===== config.mk =====
export PLATFORM = sky130hd
export DESIGN_NAME = ex_stage
export DESIGN_NICKNAME = d
export VERILOG_FILES = /design/src/rtl/proc_pkg.sv /design/src/rtl/ex_multiplier.sv /design/src/rtl/ex_stage.sv
export SDC_FILE = /design/constraint.sdc
export NUM_CORES = 1
export LEC_CHECK = 0
export BUFFER_PORTS_ARGS = -buffer_cell sky130_fd_sc_hd__clkbuf_2
export CAP_MARGIN = 20
export CORE_ASPECT_RATIO = 1.2
export CORE_MARGIN = 2
export CORE_UTILIZATION = 30
export CTS_CLUSTER_DIAMETER = 60
export CTS_CLUSTER_SIZE = 20
export DETAILED_ROUTE_END_ITERATION = 8
export GPL_ROUTABILITY_DRIVEN = 0
export PLACE_DENSITY_LB_ADDON = 0.12
export SYNTH_ARGS = -nofsm -noshare
export SYNTH_HDL_FRONTEND = slang
export SYNTH_SLANG_ARGS = --single-unit

===== constraint.sdc =====
create_clock -name clk -period 2.9 [get_ports clk]
set_input_delay 0.29 -clock clk [delete_from_list [all_inputs] [get_ports clk]]
set_output_delay 0.29 -clock clk [all_outputs]
set_load 0.005 [all_outputs]

===== src/rtl/proc_pkg.sv =====
`timescale 1ns/1ps
`default_nettype none
// ============================================================================
//  Module      : proc_pkg
//  Description : Shared definitions for the five-stage pipeline. This file
//                holds the datapath widths, the ALUOp and R-type funct
//                encodings, and the multiply sequencer state encoding.
//  Revision    : 1.0  initial release
// ============================================================================
package proc_pkg;

    localparam int DATA_W = 32;
    localparam int PC_W   = 8;

    // ALUOp encodings produced by the decoder. The reserved code behaves as add.
    localparam logic [1:0] ALUOP_ADD   = 2'b00;
    localparam logic [1:0] ALUOP_SUB   = 2'b01;
    localparam logic [1:0] ALUOP_RTYPE = 2'b10;
    localparam logic [1:0] ALUOP_RSVD  = 2'b11;

    // R-type funct field values, taken from SignExtImm[5:0].
    localparam logic [5:0] FUNCT_ADD  = 6'b100000;
    localparam logic [5:0] FUNCT_SUB  = 6'b100010;
    localparam logic [5:0] FUNCT_AND  = 6'b100100;
    localparam logic [5:0] FUNCT_OR   = 6'b100101;
    localparam logic [5:0] FUNCT_SLT  = 6'b101010;
    localparam logic [5:0] FUNCT_MULT = 6'b011000;

    // States of the multiply sequencer in the execute stage.
    typedef enum logic [1:0] {
        ST_IDLE = 2'd0,
        ST_MUL  = 2'd1,
        ST_DONE = 2'd2
    } mul_state_e;

endpackage
`default_nettype wire


===== src/rtl/ex_multiplier.sv =====
`timescale 1ns/1ps
`default_nettype none
// ============================================================================
//  Module      : ex_multiplier
//  Description : Iterative shift-add multiplier. It performs one step per
//                clock over MUL_CYCLES steps and produces the low DATA_W bits
//                of the product.
//                Ports: clk, rst (async, active-low), start (loads operands),
//                multiplicand, multiplier, product (accumulator),
//                done (high during the final step; product valid next cycle).
//  Revision    : 1.0  initial release
// ============================================================================
module ex_multiplier #(
    parameter int DATA_W     = 32,
    parameter int MUL_CYCLES = 32
) (
    input  logic              clk,
    input  logic              rst,
    input  logic              start,
    input  logic [DATA_W-1:0] multiplicand,
    input  logic [DATA_W-1:0] multiplier,
    output logic [DATA_W-1:0] product,
    output logic              done
);

    localparam int c_cnt_w = (MUL_CYCLES > 1) ? $clog2(MUL_CYCLES) : 1;
    localparam logic [c_cnt_w-1:0] c_last = c_cnt_w'(MUL_CYCLES - 1);

    logic [DATA_W-1:0]  r_acc;
    logic [DATA_W-1:0]  r_mcand;
    logic [DATA_W-1:0]  r_mplier;
    logic [c_cnt_w-1:0] r_count;
    logic               r_busy;

    // The low DATA_W bits of a two's-complement product equal those of the
    // unsigned product. Plain modulo shift-add therefore gives the signed
    // result without any sign correction, as long as MUL_CYCLES covers
    // DATA_W bits.
    always_ff @(posedge clk or negedge rst) begin
        if (!rst) begin
            r_acc    <= '0;
            r_mcand  <= '0;
            r_mplier <= '0;
            r_count  <= '0;
            r_busy   <= 1'b0;
        end else if (start) begin
            r_acc    <= '0;
            r_mcand  <= multiplicand;
            r_mplier <= multiplier;
            r_count  <= '0;
            r_busy   <= 1'b1;
        end else if (r_busy) begin
            if (r_mplier[0]) begin
                r_acc <= r_acc + r_mcand;
            end
            r_mcand  <= r_mcand << 1;
            r_mplier <= r_mplier >> 1;
            r_count  <= r_count + c_cnt_w'(1);
            if (r_count == c_last) begin
                r_busy <= 1'b0;
            end
        end
    end

    assign product = r_acc;
    assign done    = r_busy && (r_count == c_last);

endmodule
`default_nettype wire


===== src/rtl/ex_stage.sv =====
`timescale 1ns/1ps
`default_nettype none
// ============================================================================
//  Module      : ex_stage
//  Description : Execute stage. It takes the ID/EX bundle, computes the ALU
//                result, destination and beq decision, and registers them
//                into EX/MEM. Multiply runs on an iterative unit and stalls
//                the front of the pipe while it works.
//                Inputs : ID/EX operands, immediate, Rb/Rd, PC, control.
//                Outputs: EX/MEM result/store data/dest/control (registered),
//                         BranchTaken/BranchTarget (registered redirect),
//                         Stall (combinational freeze of PC, IF/ID, ID/EX).
//  Revision    : 1.0  initial release
// ============================================================================
module ex_stage #(
    parameter int DATA_W     = proc_pkg::DATA_W,
    parameter int PC_W       = proc_pkg::PC_W,
    parameter int MUL_CYCLES = 32
) (
    input  logic              clk,
    input  logic              rst,
    input  logic [DATA_W-1:0] ID_EX_ReadData1,
    input  logic [DATA_W-1:0] ID_EX_ReadData2,
    input  logic [DATA_W-1:0] ID_EX_SignExtImm,
    input  logic [4:0]        ID_EX_Rb,
    input  logic [4:0]        ID_EX_Rd,
    input  logic [PC_W-1:0]   ID_EX_PC,
    input  logic              ID_EX_RegDst,
    input  logic              ID_EX_ALUSrc,
    input  logic              ID_EX_MemToReg,
    input  logic              ID_EX_RegWrite,
    input  logic              ID_EX_MemRead,
    input  logic              ID_EX_MemWrite,
    input  logic              ID_EX_Branch,
    input  logic [1:0]        ID_EX_ALUOp,
    output logic [DATA_W-1:0] EX_MEM_ALUResult,
    output logic [DATA_W-1:0] EX_MEM_WriteData,
    output logic [4:0]        EX_MEM_WriteReg,
    output logic              EX_MEM_MemToReg,
    output logic              EX_MEM_RegWrite,
    output logic              EX_MEM_MemRead,
    output logic              EX_MEM_MemWrite,
    output logic              BranchTaken,
    output logic [PC_W-1:0]   BranchTarget,
    output logic              Stall
);

    import proc_pkg::*;

    // ------------------------------------------------------------------
    // Operand selection and decode
    // ------------------------------------------------------------------
    logic [5:0]        w_funct;
    logic              w_is_mult;
    logic [DATA_W-1:0] w_op_b;
    logic [4:0]        w_dest;

    assign w_funct   = ID_EX_SignExtImm[5:0];
    assign w_is_mult = (ID_EX_ALUOp == ALUOP_RTYPE) && (w_funct == FUNCT_MULT);
    assign w_op_b    = ID_EX_ALUSrc ? ID_EX_SignExtImm : ID_EX_ReadData2;
    assign w_dest    = ID_EX_RegDst ? ID_EX_Rd : ID_EX_Rb;

    // ------------------------------------------------------------------
    // ALU. An unsupported funct still yields the add result, but its
    // register write is suppressed so the instruction has no effect.
    // ------------------------------------------------------------------
    logic [DATA_W-1:0] w_alu_result;
    logic              w_funct_ok;
    logic              w_slt;

    assign w_slt = $signed(ID_EX_ReadData1) < $signed(w_op_b);

    always_comb begin
        w_alu_result = ID_EX_ReadData1 + w_op_b;
        w_funct_ok   = 1'b1;
        case (ID_EX_ALUOp)
            ALUOP_SUB: w_alu_result = ID_EX_ReadData1 - w_op_b;
            ALUOP_RTYPE: begin
                case (w_funct)
                    FUNCT_ADD:  w_alu_result = ID_EX_ReadData1 + w_op_b;
                    FUNCT_SUB:  w_alu_result = ID_EX_ReadData1 - w_op_b;
                    FUNCT_AND:  w_alu_result = ID_EX_ReadData1 & w_op_b;
                    FUNCT_OR:   w_alu_result = ID_EX_ReadData1 | w_op_b;
                    FUNCT_SLT:  w_alu_result = {{(DATA_W-1){1'b0}}, w_slt};
                    FUNCT_MULT: w_alu_result = ID_EX_ReadData1 + w_op_b;
                    default:    w_funct_ok   = 1'b0;
                endcase
            end
            default: w_alu_result = ID_EX_ReadData1 + w_op_b;
        endcase
    end

    // ------------------------------------------------------------------
    // beq: compare the register operands directly, independent of ALUSrc.
    // The word offset is taken from the low six immediate bits, and the
    // sum wraps within the PC width.
    // ------------------------------------------------------------------
    logic [DATA_W-1:0] w_br_diff;
    logic              w_branch_taken;
    logic [7:0]        w_br_offset;
    logic [PC_W-1:0]   w_br_target;

    assign w_br_diff      = ID_EX_ReadData1 - ID_EX_ReadData2;
    assign w_branch_taken = ID_EX_Branch && (w_br_diff == '0);
    assign w_br_offset    = {ID_EX_SignExtImm[5:0], 2'b00};
    assign w_br_target    = ID_EX_PC + PC_W'(w_br_offset);

    // ------------------------------------------------------------------
    // Multiply sequencer
    // ------------------------------------------------------------------
    mul_state_e        r_state;
    logic              w_mul_start;
    logic              w_mul_done;
    logic [DATA_W-1:0] w_product;

    assign w_mul_start = (r_state == ST_IDLE) && w_is_mult;
    // Low in DONE so that ID/EX advances on the same edge that writes the product.
    assign Stall       = w_mul_start || (r_state == ST_MUL);

    ex_multiplier #(
        .DATA_W     (DATA_W),
        .MUL_CYCLES (MUL_CYCLES)
    ) u_mul (
        .clk          (clk),
        .rst          (rst),
        .start        (w_mul_start),
        .multiplicand (ID_EX_ReadData1),
        .multiplier   (w_op_b),
        .product      (w_product),
        .done         (w_mul_done)
    );

    always_ff @(posedge clk or negedge rst) begin
        if (!rst) begin
            r_state <= ST_IDLE;
        end else begin
            case (r_state)
                ST_IDLE: if (w_is_mult)  r_state <= ST_MUL;
                ST_MUL:  if (w_mul_done) r_state <= ST_DONE;
                ST_DONE: r_state <= ST_IDLE;
                default: r_state <= ST_IDLE;
            endcase
        end
    end

    // ------------------------------------------------------------------
    // EX/MEM pipeline register. While stalled, a bubble is inserted with
    // all control cleared. The data fields keep their old contents.
    // ------------------------------------------------------------------
    logic [DATA_W-1:0] r_alu_result;
    logic [DATA_W-1:0] r_write_data;
    logic [4:0]        r_write_reg;
    logic              r_mem_to_reg;
    logic              r_reg_write;
    logic              r_mem_read;
    logic              r_mem_write;
    logic              r_branch_taken;
    logic [PC_W-1:0]   r_branch_target;

    always_ff @(posedge clk or negedge rst) begin
        if (!rst) begin
            r_alu_result    <= '0;
            r_write_data    <= '0;
            r_write_reg     <= '0;
            r_mem_to_reg    <= 1'b0;
            r_reg_write     <= 1'b0;
            r_mem_read      <= 1'b0;
            r_mem_write     <= 1'b0;
            r_branch_taken  <= 1'b0;
            r_branch_target <= '0;
        end else if (Stall) begin
            r_mem_to_reg   <= 1'b0;
            r_reg_write    <= 1'b0;
            r_mem_read     <= 1'b0;
            r_mem_write    <= 1'b0;
            r_branch_taken <= 1'b0;
        end else begin
            r_alu_result    <= (r_state == ST_DONE) ? w_product : w_alu_result;
            r_write_data    <= ID_EX_ReadData2;
            r_write_reg     <= w_dest;
            r_mem_to_reg    <= ID_EX_MemToReg;
            r_reg_write     <= ID_EX_RegWrite && w_funct_ok;
            r_mem_read      <= ID_EX_MemRead;
            r_mem_write     <= ID_EX_MemWrite;
            r_branch_taken  <= w_branch_taken;
            r_branch_target <= w_br_target;
        end
    end

    assign EX_MEM_ALUResult = r_alu_result;
    assign EX_MEM_WriteData = r_write_data;
    assign EX_MEM_WriteReg  = r_write_reg;
    assign EX_MEM_MemToReg  = r_mem_to_reg;
    assign EX_MEM_RegWrite  = r_reg_write;
    assign EX_MEM_MemRead   = r_mem_read;
    assign EX_MEM_MemWrite  = r_mem_write;
    assign BranchTaken      = r_branch_taken;
    assign BranchTarget     = r_branch_target;

endmodule
`default_nettype wire


# [Yosys cells after proc, flatten, opt, wreduce, memory -nomap -nowiden]
# Index checks and enable logic that the tools add are counted.
# Widths: inputs -> output; s select.
[totals] reg_bits=186 input_bits=125 out_inout_bits=83 word_cells=77
[op_classes] add_sub_neg=6 order_cmp=1 eq_ne=13 muxes=27 bitwise_logic=2 reduce_logical=13
[op_table] op="$mux 32" n=9
[op_table] op="$pmux 32 s4" n=1
[op_table] op="$add 32x32->32" n=2
[op_table] op="$pmux 32 s2" n=1
[op_table] op="$sub 32x32->32" n=2
[op_table] op="$and 32x32->32" n=1
[op_table] op="$logic_not 32->1" n=1
[op_table] op="$lt 32x32->1" n=1
[op_table] op="$or 32x32->32" n=1
[op_table] op="$eq 6x6->1 const B" n=5
[op_table] op="$mux 5" n=3
[op_table] op="$mux 1" n=10
[op_table] op="$add 8x8->8" n=1
[op_table] op="$eq 6x5->1 const B" n=1
[op_table] op="$reduce_or 6->1" n=1
[op_table] op="$add 5x1->5 const B" n=1
[op_table] op="$eq 5x5->1 const B" n=1
[op_table] op="$logic_and 1x1->1" n=5
[op_table] op="$eq 2x1->1 const B" n=2
[op_table] op="$eq 2x2->1 const B" n=2
[op_table] op="$mux 2" n=2
[op_table] op="$pmux 2 s2" n=1
[op_table] op="$reduce_and 2->1" n=2
[op_table] op="$reduce_bool 2->1" n=2
[op_table] op="other kinds (4)" n=4

# [Logic depth before layout (Yosys ltp)]
# Gate-level depths: netlist of run 1.
[depth] ltp_word=6 depth_mapped=17 depth_no_buf=14

# [Cells and area by module]
# From an unflattened synthesis of run 1, not the netlist that was laid out.
[hier_totals] cells_unflattened=2116 area_unflattened_um2=16767.3
[by_module_without_submodules] mod="ex_stage" n_inst=1 cells_per_inst=1459 area_each_um2=10732.8 seq_area_each_um2=2102.0
[by_module_without_submodules] mod="ex_multiplier" n_inst=1 cells_per_inst=657 area_each_um2=6034.5 seq_area_each_um2=2552.4

# [Least setup slack after synthesis of run 1]
# No wires, ideal clock.
[synth_timing] path_type="input to register" start="input ID_EX_SignExtImm[0]" end="register r_alu_result[30], in the netlist EX_MEM_ALUResult[30]" setup_ns=0.125 t_arrival_ns=4.112 required_time_ns=2.775 setup_slack_ns=-1.337 path_stages=17 n_path_buf=3 cell_sequence="buf_1 clkbuf_1 buf_1 mux2i_1 inv_1 ha_1 fa_1 a21o_1 a221oi_2 a221oi_1 or4_1 a221o_1 a21o_1 a21oi_1 xnor2_1 nand2_1 a2bb2o_1"
[synth_between] elab_chain_len=5 elab_cells_between_ends=14 cone_classes="2 x add/sub; 5 x eq/ne; 4 x mux; 3 x reduce/logical"
[synth_lines] item="from (decl)" line="ex_stage.sv:24" source="input logic [DATA_W-1:0] ID_EX_SignExtImm,"
[synth_lines] item="$mux 32" line="ex_stage.sv:60" source="assign w_op_b = ID_EX_ALUSrc ? ID_EX_SignExtImm : ID_EX_ReadData2;"
[synth_lines] item="$add 32x32->32 / $sub 32x32->32 (equally long branches)"
[synth_lines] item="$pmux 32 s4" line="ex_stage.sv:79" source="case (w_funct)"
[synth_lines] item="$pmux 32 s2" line="ex_stage.sv:76" source="case (ID_EX_ALUOp)"
[synth_lines] item="$mux 32" line="ex_stage.sv:178" source="r_alu_result <= (r_state == ST_DONE) ? w_product : w_alu_result;"
[synth_lines] item="to (signal assigned)" line="ex_stage.sv:178"
[synth_lines] item="to (decl)" line="ex_stage.sv:150" source="logic [DATA_W-1:0] r_alu_result;"
# Parallel ways exist; a longest one is shown, timed or not.
# A chain may end at the register's enable or synchronous reset.

# [Worst setup path in the final report of run 1]
[layout_timing] start="input ID_EX_ALUSrc" end="register r_alu_result[30], in the netlist EX_MEM_ALUResult[30]"
[layout_between] elab_chain_len=5 elab_cells_between_ends=8 cone_classes="2 x add/sub; 4 x mux; 2 x bitwise"
[layout_lines] item="from (decl)" line="ex_stage.sv:29" source="input logic ID_EX_ALUSrc,"
[layout_lines] item="$mux 32 *" line="ex_stage.sv:60"
[layout_lines] item="$add 32x32->32, or another cell as far along"
[layout_lines] item="$pmux 32 s4" line="ex_stage.sv:79"
[layout_lines] item="$pmux 32 s2 *" line="ex_stage.sv:76"
[layout_lines] item="$mux 32 *" line="ex_stage.sv:178"
# Every way passes the cells marked *; elsewhere a longest branch is shown, timed or not.

==> impl_results.md, run 1 <==
- Result of the run: finished, violations left
- Violated checks: setup timing
- Hold crit path type: in2reg
- Final std cells w/o fill: 3446
- Area growth syn-to-layout: 50.1%
- Peak VDD IR: 471 µV
- Lkg Pwr: 11.4 nW
- Post-synthesis async set-or-reset flop share: 100%
- Data required, critical path: 3.27 ns
- DP Area: 22300 µm²
- Die Y: 260 µm
- Fin crit period: 3.22 ns
- H-Tree Depth: 4
- DRC: 0
- Reg2reg start: u_mul.product[8]
- Synth top area share: 28.5%
- Final Setup Violations: 18
- First DRT Iteration DRCs: 1101
- Vias in the first global route: 18100
- Critical path endpoint category: register
- TritonCTS clock tree: built
- Synth Flop Type: dfrtp_1
- Initial core utilization: 30.4%
- Router iterations before antenna repair: 5
- Post-synth net total: 2329
- DP Worst Slack: -1.25 ns
- Core area: 53800 µm²
- Clk buf depth: 2
- Min-delay src: ID_EX_MemToReg
- Area contributors post-synth: dfrtp_1 (28%), ha_1 (13%), a21oi_1 (6.0%), mux2i_1 (5.1%), o21ai_0 (5.1%)
- Worst Max-Slew Pin Slew: 0.820 ns
- Nets: 3018
- Clock transition at path regs: 0.08 ns
- Clock Skew: 0.0167 ns
- Achievable frequency: 311 MHz
- Antenna violations before repair: 1
- Post-DR vias/cell: 5.17
- Crit path from: ID_EX_ALUSrc
- Fillers: 5419
- Max-slew violation count: 0
- RSZ-0062 raised after global routing: yes
- Overall power: 15.3 mW
- Compound-gate portion of the synthesized area: 26.5%
- Largest area contributor in the netlist: dfrtp_1
- Post-DP HPWL: 56000 µm
- Post-route cell area: 24500 µm²
- Maxcap violations: 0
- Final Hold Viols: 0
- Hold Slack: 0.0364 ns
- Die ar.: 56400 µm²
- CP Max Fanout: 5
- Root Buffer Master: clkbuf_16
- I/O pin total: 208
- Die Width: 217 µm
- Core Rows: 93
- Mux share of post-synthesis cell area: 5.44%
- Finished Core Util: 45.7%
- Num CTS Buffers: 17
- EDFF count, synth: 0
- Synth Area in XOR/XNOR: 4.23%
- Max_slew headroom: 43.9%
- Grt ovf: 0
- Seq/Total Area, Yosys: 28.5%
- Adder-cell area share of the yosys netlist: 13.3%
- Netlist cell types: 83
- Synth warn: 0
- Global-route wire length before repair: 105000 µm
- Largest family of logic cells by synthesized area: compound AO/OA/AOI/OAI gates
- Crit path launch type: input port
- Worst-Skew Late Latency: 0.48 ns
- Seq cells post-synth: 186
- Final wirelength: 70000 µm
- PwrDens: 624 nW/µm²
- Overall Global Routing Usage: 24.3%
- Synth Area per Inst: 8.05 µm²
- Syn Inst Count: 2032
- Worst EP arrival: 3.59 ns
- Final worst setup slack: -0.320 ns
- Largest net degree at the start of global routing: 82
- Port Buf Inserts: 207
- Post-DRT Antenna Nets: 0
- Ant diodes: 0
- Cell Area, Synth: 16400 µm²
- Simple-gate share of the synthesized area: 16.0%
- Vias after detailed routing: 17800
- Layout cells sized above 1: 37.2%
- Placed cell count: 3381
- Clock Sinks: 186
- Wire per inst: 20.3 µm
- Crit Path Category: in2reg
- Final period util: 111%
- TNS Setup: -2.71 ns
-- per-layer routing --
metal	track usage (%)	wire length [µm]	vias up	share of wire, %
li1	-	-	8650	-
met1	31.1	30800	8661	44
met2	41.8	34000	426	49
met3	2.83	2600	93	3.7
met4	9.34	2550	2	3.6
met5	0	8	-	0.011
-- worst max-delay path, cell delays in order --
cell and delay [ns]:
clkbuf_16 0.16, mux2i_4 0.25, inv_2 0.07, ha_4 0.17, fa_2 0.39, a21o_1 0.22
a221oi_4 0.29, a221oi_2 0.13, or4_4 0.47, a221o_1 0.33, a21o_1 0.18, a21oi_2 0.13
xnor2_1 0.15, o22ai_1 0.11, a2bb2o_4 0.22
-- where the power goes --
part           total (mW)  switching [mW]  internal [mW]  leakage, nW
Combinational        8.79            4.49           4.30         8.92
Clock                2.50            1.26           1.24        0.274
Sequential           4.03           0.633           3.39         2.23
Total                15.3            6.38           8.93         11.4
-- layout make-up --
type | count | area (µm²) | share of cell area [%]
multi-input cells | 1584 | 12300 | 49.9
repair buffers | 773 | 5560 | 22.7
flip-flops and latches | 186 | 4660 | 19.0
well taps | 712 | 891 | 3.63
inverters | 159 | 606 | 2.47
clock buffers | 20 | 447 | 1.82
clock inverters | 12 | 126 | 0.515
-- cell usage in the layout, fill, tap and decap left out, drive strengths merged, types with 27 or more instances in the layout --
| master | netlist | final |
|---|---|---|
| nor2 | 142 | 142 |
| nand3 | 32 | 32 |
| nor2b | 49 | 49 |
| inv | 158 | 165 |
| clkbuf | 86 | 228 |
| nand2 | 219 | 219 |
| a211oi | 55 | 55 |
| ha | 168 | 168 |
| o21ai | 178 | 178 |
| a21o | 35 | 35 |
| mux2i | 84 | 84 |
| xor2 | 28 | 28 |
| buf | 17 | 560 |
| dfrtp | 186 | 186 |
| xnor2 | 51 | 51 |
| nor3 | 27 | 27 |
| a21oi | 197 | 197 |
-- Yosys cell counts, drive strengths merged (5+ instances only) --
cell type and number:
a2111oi 9, a211oi 55, a21o 35, a21oi 197, a221o 10, a221oi 13, a31oi 15, and2 11
and3 6, buf 17, clkbuf 86, dfrtp 186, ha 168, inv 158, mux2i 84, nand2 219
nand2b 18, nand3 32, nand4 16, nor2 142, nor2b 49, nor3 27, nor3b 7, nor4 14
o211ai 20, o21a 15, o21ai 178, o21bai 19, o221ai 11, o22ai 26, o2bb2ai 5, o311ai 5
o31ai 21, or3 8, xnor2 51, xor2 28
-- state kept, by name, summed over array words and instances, names as in the netlist, 2 cells and up --
register,cells
EX_MEM_ALUResult,32
u_mul.r_mcand,32
BranchTarget,8
u_mul.r_count,5
u_mul.r_mplier,32
u_mul.product,32
EX_MEM_WriteData,32
EX_MEM_WriteReg,5
r_state,2
-- what timing repair did --
item / in CTS / in global routing
hold buffers: 5 / 0
hold endpoints to repair: 40 / 0
setup endpoints to repair: 30 / 37
resized for setup: 118 / 150
gates cloned: 0 / 1
pin swaps: 30 / 103
buffers inserted: 16 / 24
-- logic make-up (layout without fill, tap and decap cells) --
family,after synthesis,count (layout)
flip-flops,186,186
adder cells (fa/ha/maj),172,172
AND/OR/NAND/NOR,564,564
buffers and inverters,262,964
AO/OA/AOI/OAI,681,681
multiplexers,88,88
XOR/XNOR,79,79
-- path summary, 6_finish.rpt --
path,to,slack [ns],depth (start not counted)
worst max-delay path,EX_MEM_ALUResult[30],-0.32,15
worst min-delay path,EX_MEM_MemToReg,0.04,2
worst max register to register,u_mul.product[31],0.09,12
worst min register to register,EX_MEM_WriteData[31],0.48,2
max in group asynchronous,u_mul.r_busy,1.78,3
min in group asynchronous,u_mul.r_mplier[8],0.29,2
(Power assumes the default switching activity.)
==> inputs of run 2 (changes only) <==
- CORE_UTILIZATION: 30 -> 38
==> run 2 against run 1 <==
Sequential share of layout area increased by 0.080 points. Clock power increased by 2%. Highest routed layer is now met4. The run still ends with setup timing left. Utilization increased by 12 points. Worst setup slack got worse by 0.10 ns. Largest cell class unchanged. Critical endpoint is now EX_MEM_ALUResult[29]. Die area decreased by 21%.
==> impl_results.md, run 2 (synthesized netlist as in run 1, its figures left out) <==
- Core area: 42700 µm² (-21%)
- Crit Path Category: in2reg
- Final Hold Viols: 0 (unchanged)
- Nets: 3004 (-0.46%)
- Most frequent cells in the layout: buf_4 (516), nand2_1 (216), clkbuf_2 (194), dfrtp_1 (185), a21oi_1 (171)
- Die Y: 231 µm (-11%)
- Reg2reg start: u_mul.r_mcand[7]
- Worst hold stages: 2 (unchanged)
- Critical Path Max Stage Delay: 0.36 ns (-0.11 ns)
- Clock Sinks: 186 (unchanged)
- Layout cells sized above 1: 37.8% (+0.56 points)
- DP Worst Slack: -1.05 ns (+0.199 ns)
- Worst-Skew Late Latency: 0.48 ns (about the same)
- Fin crit period: 3.32 ns (+0.103 ns)
- Overall power: 15.3 mW (-0.30%)
- Grt ovf: 0 (unchanged)
- Die ar.: 44700 µm² (-21%)
- Clock transition at path regs: 0.09 ns (about the same)
- Achievable frequency: 301 MHz (-3.1%)
- Final period util: 115% (+3.6 points)
- Router iterations before antenna repair: 6 (+1)
- Vias after detailed routing: 18000 (+0.78%)
- Final worst setup slack: -0.424 ns (-0.103 ns)
- Critical path endpoint category: register
- FF-to-FF End: u_mul.product[16]
- Final Setup Violations: 19 (+1)
- Worst path cell trace: clkbuf_16 -> buf_12 -> buf_12 -> buf_12 -> mux2i_4 -> ha_4 -> buf_6 -> nand4_1 -> nor2_1 -> nand3_2 -> a211oi_4 -> a2111oi_4 -> buf_4 -> o41ai_4 -> a211oi_2 -> o21ai_1 -> or3b_1 -> a31oi_1
- CP dominant cell by count: buf_12
- Min-delay src: ID_EX_MemWrite
- Largest net degree at the start of global routing: 100 (+22%)
- Port Buf Inserts: 207 (unchanged)
- H-Tree Depth: 4 (unchanged)
- Die Width: 193 µm (-11%)
- First DRT Iteration DRCs: 1184 (+7.5%)
- Post-DR vias/cell: 5.49 (+6.1%)
- FF-to-FF path depth: 12 (unchanged)
- RSZ-0062 raised after global routing: yes
- Post-DRT Antenna Nets: 0 (unchanged)
- Peak VDD IR: 468 µV (-0.56%)
- Vias in the first global route: 17900 (-0.85%)
- Initial core utilization: 38.3% (+7.9 points)
- Max_slew headroom: 43.6% (-0.36 points)
- Violated checks: setup timing
- Final wirelength: 65100 µm (-7.0%)
- Maxcap violations: 0 (unchanged)
- Clock Skew: 0.0150 ns (-0.00171 ns)
- Data required, critical path: 3.30 ns (+0.03 ns)
- Worst EP arrival: 3.73 ns (+0.14 ns)
- Wire per inst: 19.9 µm (-2.1%)
- Area growth syn-to-layout: 49.5%
- Antenna violations before repair: 0 (-1)
- CP Max Fanout: 7 (+2)
- Crit path buf inv count: 6 (+4)
- Lkg Pwr: 11.4 nW (-0.19%)
- Overall Global Routing Usage: 28.3% (+4.0 points)
- Core Rows: 83 (-11%)
- Max-slew violation count: 0 (unchanged)
- Global-route wire length before repair: 99000 µm (-5.6%)
- TritonCTS clock tree: built
- Crit-path leading delay family: compound AO/OA/AOI/OAI gates
- I/O pin total: 208 (unchanged)
- Hold crit path type: in2reg
- Clk buf depth: 2 (unchanged)
- Setup slack, reg-to-reg: 0.10 ns (about the same)
- DRC: 0 (unchanged)
- Num CTS Buffers: 17 (unchanged)
- Post-DP HPWL: 50000 µm (-11%)
- Slowest stage cell, crit path: or3b_1
- Result of the run: finished, violations left
- Worst Max-Slew Pin Slew: 0.825 ns (+0.00526 ns)
- Ant diodes: 0 (unchanged)
- Hold path endpoint: EX_MEM_MemWrite
- Crit path launch type: input port
- Most common cell after layout, fill and taps aside: buf_4
- Root Buffer Master: clkbuf_16
- PwrDens: 624 nW/µm² (+0.12%)
run 2: changes by cell type in the layout (fill, tap and decap cells not counted), sizes merged:
cell         change
clkbuf          -10
inv              +2
buf              -3
clkinv           +3
clkinvlp         -3
dlygate4sd3      -3
run 2: worst register-to-register path, cell delays in order (launching register included):
cell and delay [ns]:
dfrtp_1 0.40, ha_1 0.31, buf_4 0.15, a21oi_1 0.13, nor2_1 0.06, o31a_1 0.29
a2111o_1 0.48, and2_4 0.22, a21o_1 0.18, a21oi_2 0.16, xnor2_1 0.13, nand2_1 0.08
a21oi_2 0.14
run 2: stage by stage:
step | std cells | TNS [ns] | hold WS [ns] | utilization (%) | instance area [µm²]
after floorplan | 2032 | -5.95 | -0.00559 | - | 16700
after global placement | 3188 | -19.82 | 0.295 | 51.2 | 21900
after detailed placement | 3188 | -21.60 | 0.287 | 51.2 | 21900
after CTS | 3254 | -2.12 | 0.00106 | 55.4 | 23700
after global routing | 3272 | -5.24 | 0.0210 | 57.3 | 24400
final | 3272 | -3.67 | 0.0212 | 57.3 | 24400
run 2: layout make-up:
cell class                      instances  area (µm²)
Multi-Input combinational cell       1584       12400
Clock buffer                           18         429
Fill cell                            3808       18200
Sequential cell                       186        4660
Timing Repair Buffer                  759        5520
Tap cell                              552         691
Inverter                              159         599
Clock inverter                         14         173
run 2: worst max-delay path by stage:
| stage | slack (ns) | end | start | cells after the start |
|---|---|---|---|---|
| 6_report | -0.42 | EX_MEM_ALUResult[29] | ID_EX_ALUSrc | 18 |
| 3_5_place_dp | -1.05 | EX_MEM_ALUResult[30] | ID_EX_ALUSrc | 15 |
| 4_1_cts | -0.29 | EX_MEM_ALUResult[30] | ID_EX_ALUSrc | 15 |
| 3_3_place_gp | -1.00 | EX_MEM_ALUResult[30] | ID_EX_ALUSrc | 15 |
| 5_1_grt | -0.49 | EX_MEM_ALUResult[29] | ID_EX_ALUSrc | 18 |
| 2_1_floorplan | -0.85 | EX_MEM_ALUResult[30] | ID_EX_SignExtImm[0] | 17 |
run 2: metal layers:
metal | GRT usage [%] | part of all wire (%) | vias to the layer above
met1 | 36.3 | 43 | 8605
met5 | 0 | 0 | -
met2 | 47.2 | 47 | 591
li1 | - | - | 8639
met3 | 3.06 | 4.7 | 136
met4 | 14.8 | 5.1 | 0
run 2: repair_timing:
item | CTS | global route
hold endpoints to repair | 51 | 0
cloned | 1 | 0
endpoints found under the setup margin | 29 | 37
setup buffers | 35 | 25
pin swaps | 90 | 88
gates resized for setup | 152 | 151
hold buffers | 2 | 0
run 2: power breakdown:
group	internal (mW)	total (mW)	switching, mW
sequential	3.39	4.02	0.621
combinational	4.25	8.71	4.46
clock	1.25	2.54	1.30
total	8.89	15.3	6.37
